### src/rtl/ma_tree_sequencer.sv
// Sequences a fixed-latency multiply-adder tree through a convolution job:
// issues operand fetches, accumulates tree sums per output, and queues results.
module ma_tree_sequencer #(
  parameter int unsigned PIPE_LATENCY    = 5,
  parameter int unsigned OPERAND_LATENCY = 1,
  parameter int unsigned COUNT_W         = 16,
  parameter int unsigned CHUNKS_W        = 8,
  parameter int unsigned FIFO_DEPTH      = 8
) (
  input  logic                clock,
  input  logic                reset,
  input  logic                start,
  input  logic [COUNT_W-1:0]  num_outputs,
  input  logic [CHUNKS_W-1:0] chunks_per_output,
  output logic                busy,
  output logic                done,
  output logic                op_valid,
  output logic [COUNT_W-1:0]  op_index,
  output logic [CHUNKS_W-1:0] op_chunk,
  input  logic [31:0]         tree_sum,
  output logic                res_valid,
  output logic [31:0]         res_data,
  input  logic                res_ready
);

  localparam int unsigned L  = PIPE_LATENCY + OPERAND_LATENCY;
  localparam int unsigned AW = $clog2(FIFO_DEPTH);
  localparam int unsigned CW = $clog2(FIFO_DEPTH + 1);

  typedef enum logic [1:0] {IDLE, ISSUE, DRAIN, DONE} state_t;

  state_t              state;
  logic [COUNT_W-1:0]  num_lat;
  logic [CHUNKS_W-1:0] last_chunk;
  logic [CW-1:0]       credits;
  logic [CW-1:0]       credits_next;
  logic [L-1:0]        tag_valid;
  logic [L-1:0]        tag_first;
  logic [L-1:0]        tag_last;
  logic [31:0]         acc;
  logic [31:0]         acc_next;
  logic [31:0]         mem [FIFO_DEPTH];
  logic [AW:0]         wr_ptr;
  logic [AW:0]         rd_ptr;
  logic                empty;
  logic                push;
  logic                pop;
  logic                issue_first;
  logic                last_pass;
  logic                next_at_zero;
  logic [COUNT_W-1:0]  next_index;
  logic [CHUNKS_W-1:0] next_chunk;

  always_comb begin
    empty        = (wr_ptr == rd_ptr);
    pop          = !empty && res_ready;
    push         = tag_valid[L-1] && tag_last[L-1];
    acc_next     = (tag_first[L-1] ? '0 : acc) + tree_sum;
    issue_first  = op_valid && (op_chunk == '0);
    credits_next = credits + CW'(issue_first) - CW'(pop);
    last_pass    = (op_index == num_lat - COUNT_W'(1)) && (op_chunk == last_chunk);
    next_at_zero = (op_chunk == last_chunk);
    next_index   = next_at_zero ? op_index + COUNT_W'(1) : op_index;
    next_chunk   = next_at_zero ? '0 : op_chunk + CHUNKS_W'(1);
    res_valid    = !empty;
    res_data     = empty ? '0 : mem[rd_ptr[AW-1:0]];
  end

  always_ff @(posedge clock) begin
    if (reset) begin
      state      <= IDLE;
      busy       <= 1'b0;
      done       <= 1'b0;
      op_valid   <= 1'b0;
      op_index   <= '0;
      op_chunk   <= '0;
      num_lat    <= '0;
      last_chunk <= '0;
    end else begin
      case (state)
        IDLE: begin
          done <= 1'b0;
          if (start) begin
            if (num_outputs == '0) begin
              state <= DONE;
              done  <= 1'b1;
            end else begin
              state      <= ISSUE;
              busy       <= 1'b1;
              num_lat    <= num_outputs;
              last_chunk <= (chunks_per_output == '0) ? '0
                                                      : chunks_per_output - CHUNKS_W'(1);
              op_index   <= '0;
              op_chunk   <= '0;
              op_valid   <= (credits_next != CW'(FIFO_DEPTH));
            end
          end
        end
        ISSUE: begin
          // A stall is only ever entered at chunk 0, so an output's passes stay contiguous.
          if (op_valid && last_pass) begin
            state    <= DRAIN;
            op_valid <= 1'b0;
          end else if (op_valid) begin
            op_index <= next_index;
            op_chunk <= next_chunk;
            op_valid <= !(next_at_zero && (credits_next == CW'(FIFO_DEPTH)));
          end else begin
            op_valid <= (credits_next != CW'(FIFO_DEPTH));
          end
        end
        DRAIN: begin
          if ((tag_valid == '0) && empty && (credits == '0)) begin
            state <= DONE;
            done  <= 1'b1;
            busy  <= 1'b0;
          end
        end
        DONE: begin
          done  <= 1'b0;
          busy  <= 1'b0;
          state <= IDLE;
        end
        default: state <= IDLE;
      endcase
    end
  end

  always_ff @(posedge clock) begin
    if (reset) begin
      credits   <= '0;
      tag_valid <= '0;
      tag_first <= '0;
      tag_last  <= '0;
      acc       <= '0;
      wr_ptr    <= '0;
      rd_ptr    <= '0;
    end else begin
      credits      <= credits_next;
      tag_valid[0] <= op_valid;
      tag_first[0] <= (op_chunk == '0);
      tag_last[0]  <= (op_chunk == last_chunk);
      for (int unsigned i = 1; i < L; i++) begin
        tag_valid[i] <= tag_valid[i-1];
        tag_first[i] <= tag_first[i-1];
        tag_last[i]  <= tag_last[i-1];
      end
      if (tag_valid[L-1]) acc <= acc_next;
      if (push) begin
        mem[wr_ptr[AW-1:0]] <= acc_next;
        wr_ptr              <= wr_ptr + (AW+1)'(1);
      end
      if (pop) rd_ptr <= rd_ptr + (AW+1)'(1);
    end
  end

endmodule

### config.mk
export PLATFORM = sky130hd
export DESIGN_NAME = ma_tree_sequencer
export DESIGN_NICKNAME = d
export VERILOG_FILES = /design/src/rtl/ma_tree_sequencer.sv
export SDC_FILE = /design/constraint.sdc
export NUM_CORES = 1
export LEC_CHECK = 0
export ABC_CLOCK_PERIOD_IN_PS = 6440
export CORE_ASPECT_RATIO = 0.7
export CORE_MARGIN = 4
export CORE_UTILIZATION = 40
export DETAILED_ROUTE_END_ITERATION = 10
export PLACE_DENSITY_LB_ADDON = 0.2
export SLEW_MARGIN = 20
export SYNTH_ARGS = -nofsm -noshare
export SYNTH_HDL_FRONTEND = slang
export SYNTH_SLANG_ARGS = --single-unit
### constraint.sdc
create_clock -name clock -period 6.44 [get_ports clock]
set_clock_uncertainty 0.1 [all_clocks]
set_input_delay 1.61 -clock clock [delete_from_list [all_inputs] [get_ports clock]]
set_output_delay 1.61 -clock clock [all_outputs]
set_load 0.005 [all_outputs]
==> results.yml <==
status:
  run_status: "finished, final reports clean"
min_path:
  min-delay-start: "tag_first[0]"
  hold_path_depth: 1
  holdPathEnd: "tag_first[1]"
  timing.hold.worst.class: "reg2reg"
synthesis:
  synth_edf_count: 256
  post_synthesis_share_of_cell_area_spent_on_and_or_nand_and_nor_gates: 0.122
  seq_area_frac_synth: 0.582
  synth_compound_gate_area_share: 0.0793
  synth_seq_cells: 374
  syn-num-nets: 1434
  synthesis.area_per_instance_um2: 13.1
  ys_warn_count: 0
  synth_top_family_by_area: "simple AND/OR/NAND/NOR gates"
  synthXorXnorAreaFrac: 0.0380
  mappedNetlistArea_um2: 17300
  synth_mux_area_frac: 0.119
  share_of_synthesized_flip_flops_with_an_asynchronous_set_or_reset: 0
  post_synth_fa_ha_maj_area_fraction: 0.0378
  synthCells: 1323
  synth-main-ff-cell: "edfxtp_1"
  yosysUniqueCellTypes: 82
pwr:
  post-layout-total-power_mw: 5.90
  cellLeakagePower_nw: 7.03
  irDropWorstVdd_v: 0.000230
  powerDensity_nw_per_um2: 288
global_routing:
  antenna_violations_before_repair: 0
  grt_first_pass_wirelength_um: 64900
  grt_start_max_net_pins: 65
  grt.total_usage: 0.176
  grt_overflow_total: 0
  grt_pass1_vias: 11000
job:
  max_cap_violations: 0
sta:
  tightest_slew_ns: 1.04
  clock.fmax_mhz: 193
  rsz0062_at_grt: "false"
  min_period_ns: 5.18
  slew_headroom: 0.307
  fin_worst_hold_slack_ns: 0.334
  totalNegativeSetupSlack_ns: 0
  min_period_over_period: 0.805
  slew_viol_final: 0
  hold_viol: 0
  report.final.setup_viol: 0
clock_tree:
  tritoncts: "built"
  cts.repair.resized: 0
  ctsLongestPathBuffers: 3
  clk_latency_ns: 0.54
  cts_inserted_buffers: 38
  clock_pin_slew_reported_for_the_worst_setup_and_hold_paths_after_clock_tree_synthesis_ns: 0.06
  hold_buffers: 0
  clockRootBuffer: "clkbuf_16"
  cts_num_sinks: 374
  post_cts.repair.setup_buffers: 0
  cts_max_level: 2
critical_path:
  r2r_cells: 12
  worstPathArrival_ns: 5.34
  regToRegStartpoint: "tag_first[5]"
  path_max_fanout: 8
  worst-setup-path-type: "in2reg"
  required_ns: 6.60
  r2r-end: "mem[4][30]"
  cp-end-kind: "register"
  reg2reg_slack_ns: 1.68
  startpoint_type: "input port"
floorplanning:
  die_y_um: 182
  floorplan.io_pins: 120
  die_w_um: 256
  die_area_um2: 46600
  floorplan.rows: 63
  core_area_um2: 42500
  initial_core_util: 0.407
drt:
  detailroute.via_count: 11100
  detail-route-antenna-nets: 0
  route.detailed.drc: 0
  detail_route.iter0.violations: 737
  wirelength_um: 41600
  vias_per_cell: 5.48
  wl_per_cell_um: 20.5
  firstDrtPassIters: 5
place:
  placed_area_um2: 19200
  portBuffers: 119
  detailedPlacementHpwl_um: 28100
  gp_congestion: 0.826
cells_and_area:
  layout_cell_share_with_drive_strength_beyond_1: 0.128
  antenna-diode-count: 0
  final_net_count: 1556
  area_growth_pct: 18.7
  fin_area_um2: 20500
  fillers: 3714
[stage by stage]
stage	utilization	setup WS (ns)	cells
after global routing	0.483	0.957	2027
after detailed placement	0.451	0.713	1957
after floorplan	-	1.48	1323
after CTS	0.483	1.28	2027
final	0.483	1.26	2027
after global placement	0.451	0.866	1957
[kinds of logic (layout without fill, tap and decap cells)]
kind of cell,count (synthesis),in the layout
and+or+nand+nor,404,404
DFF,374,374
muxes,125,125
buffers and inverters,99,251
AOI/OAI and AO/OA,195,195
adders and majority gates,51,51
xor gates and xnor gates,75,75
[per-layer routing]
layer  vias to the layer above  wire [µm]  share of wire  GRT usage
li1                       5266          -              -          -
met1                      5543      20700           0.50      0.271
met2                       248      18400           0.44      0.267
met3                        49       2010          0.048     0.0263
met4                         0        552          0.013     0.0312
met5                         -          0              0          0
[registers in the layout (all words and copies together), names as in the netlist, 4 cells and up, named ones only]
| signal | cells |
|---|---|
| op_chunk | 8 |
| tag_last | 6 |
| last_chunk | 8 |
| wr_ptr | 4 |
| mem | 256 |
| acc | 32 |
| tag_valid | 6 |
| tag_first | 6 |
| credits | 4 |
| num_lat | 16 |
| rd_ptr | 4 |
| op_index | 16 |
[cell usage in the layout (no fill, tap or decap), types with 38 or more instances in the layout]
master	instances
dfxtp_1	114
nor2b_1	51
edfxtp_1	256
nand2_1	70
clkbuf_16	40
clkdlybuf4s50_1	118
xor2_1	38
nor2_1	123
mux4_2	64
inv_1	38
mux2i_1	61
a21oi_1	68
ha_1	49
[synthesized netlist by cell type, drive strengths merged, types with 25 or more instances]
| library cell | number | area [µm²] |
|---|---|---|
| edfxtp | 256 | 7690 |
| nor2 | 129 | 484 |
| dfxtp | 118 | 2360 |
| a21oi | 71 | 367 |
| nand2 | 71 | 274 |
| mux4 | 64 | 1440 |
| mux2i | 61 | 611 |
| nor2b | 51 | 319 |
| ha | 49 | 613 |
| clkbuf | 43 | 161 |
| inv | 38 | 143 |
| xor2 | 38 | 333 |
| xnor2 | 37 | 324 |
| o21ai | 25 | 133 |
[where the power goes]
group          total, mW  internal, mW  switching, mW
combinational      0.803         0.313          0.490
sequential          2.71          2.63         0.0762
clock               2.39          1.44          0.946
[cell type report]
cell class	count	area, µm²	share of cell area
multi-input cells	850	6900	0.336
well taps	552	691	0.0337
clock inverters	15	253	0.0123
repair buffers	143	1370	0.0667
flip-flops and latches	374	10100	0.490
clock buffers	55	1100	0.0536
inverters	38	143	0.00695
[worst max-delay path: stages]
cell,delay (ns)
clkdlybuf4s50_1,0.43
ha_1,0.25
inv_1,0.07
fa_1,0.20
nor2b_1,0.07
o31ai_1,0.56
a211oi_1,0.20
or3_1,0.44
a221o_1,0.42
a311oi_4,0.49
o21ai_1,0.12
xor2_1,0.47
[how the worst max path moves through the flow]
stage	startpoint	endpoint	cells past startpoint
final	tree_sum[0]	mem[4][30]	12
after global routing	tree_sum[0]	mem[0][30]	12
after CTS	tree_sum[0]	mem[2][30]	12
after detailed placement	tree_sum[0]	mem[2][30]	12
after global placement	tree_sum[1]	mem[7][31]	10
after floorplan	reset	mem[0][0]	3
No activity file was read; power rests on OpenSTA's default activity.
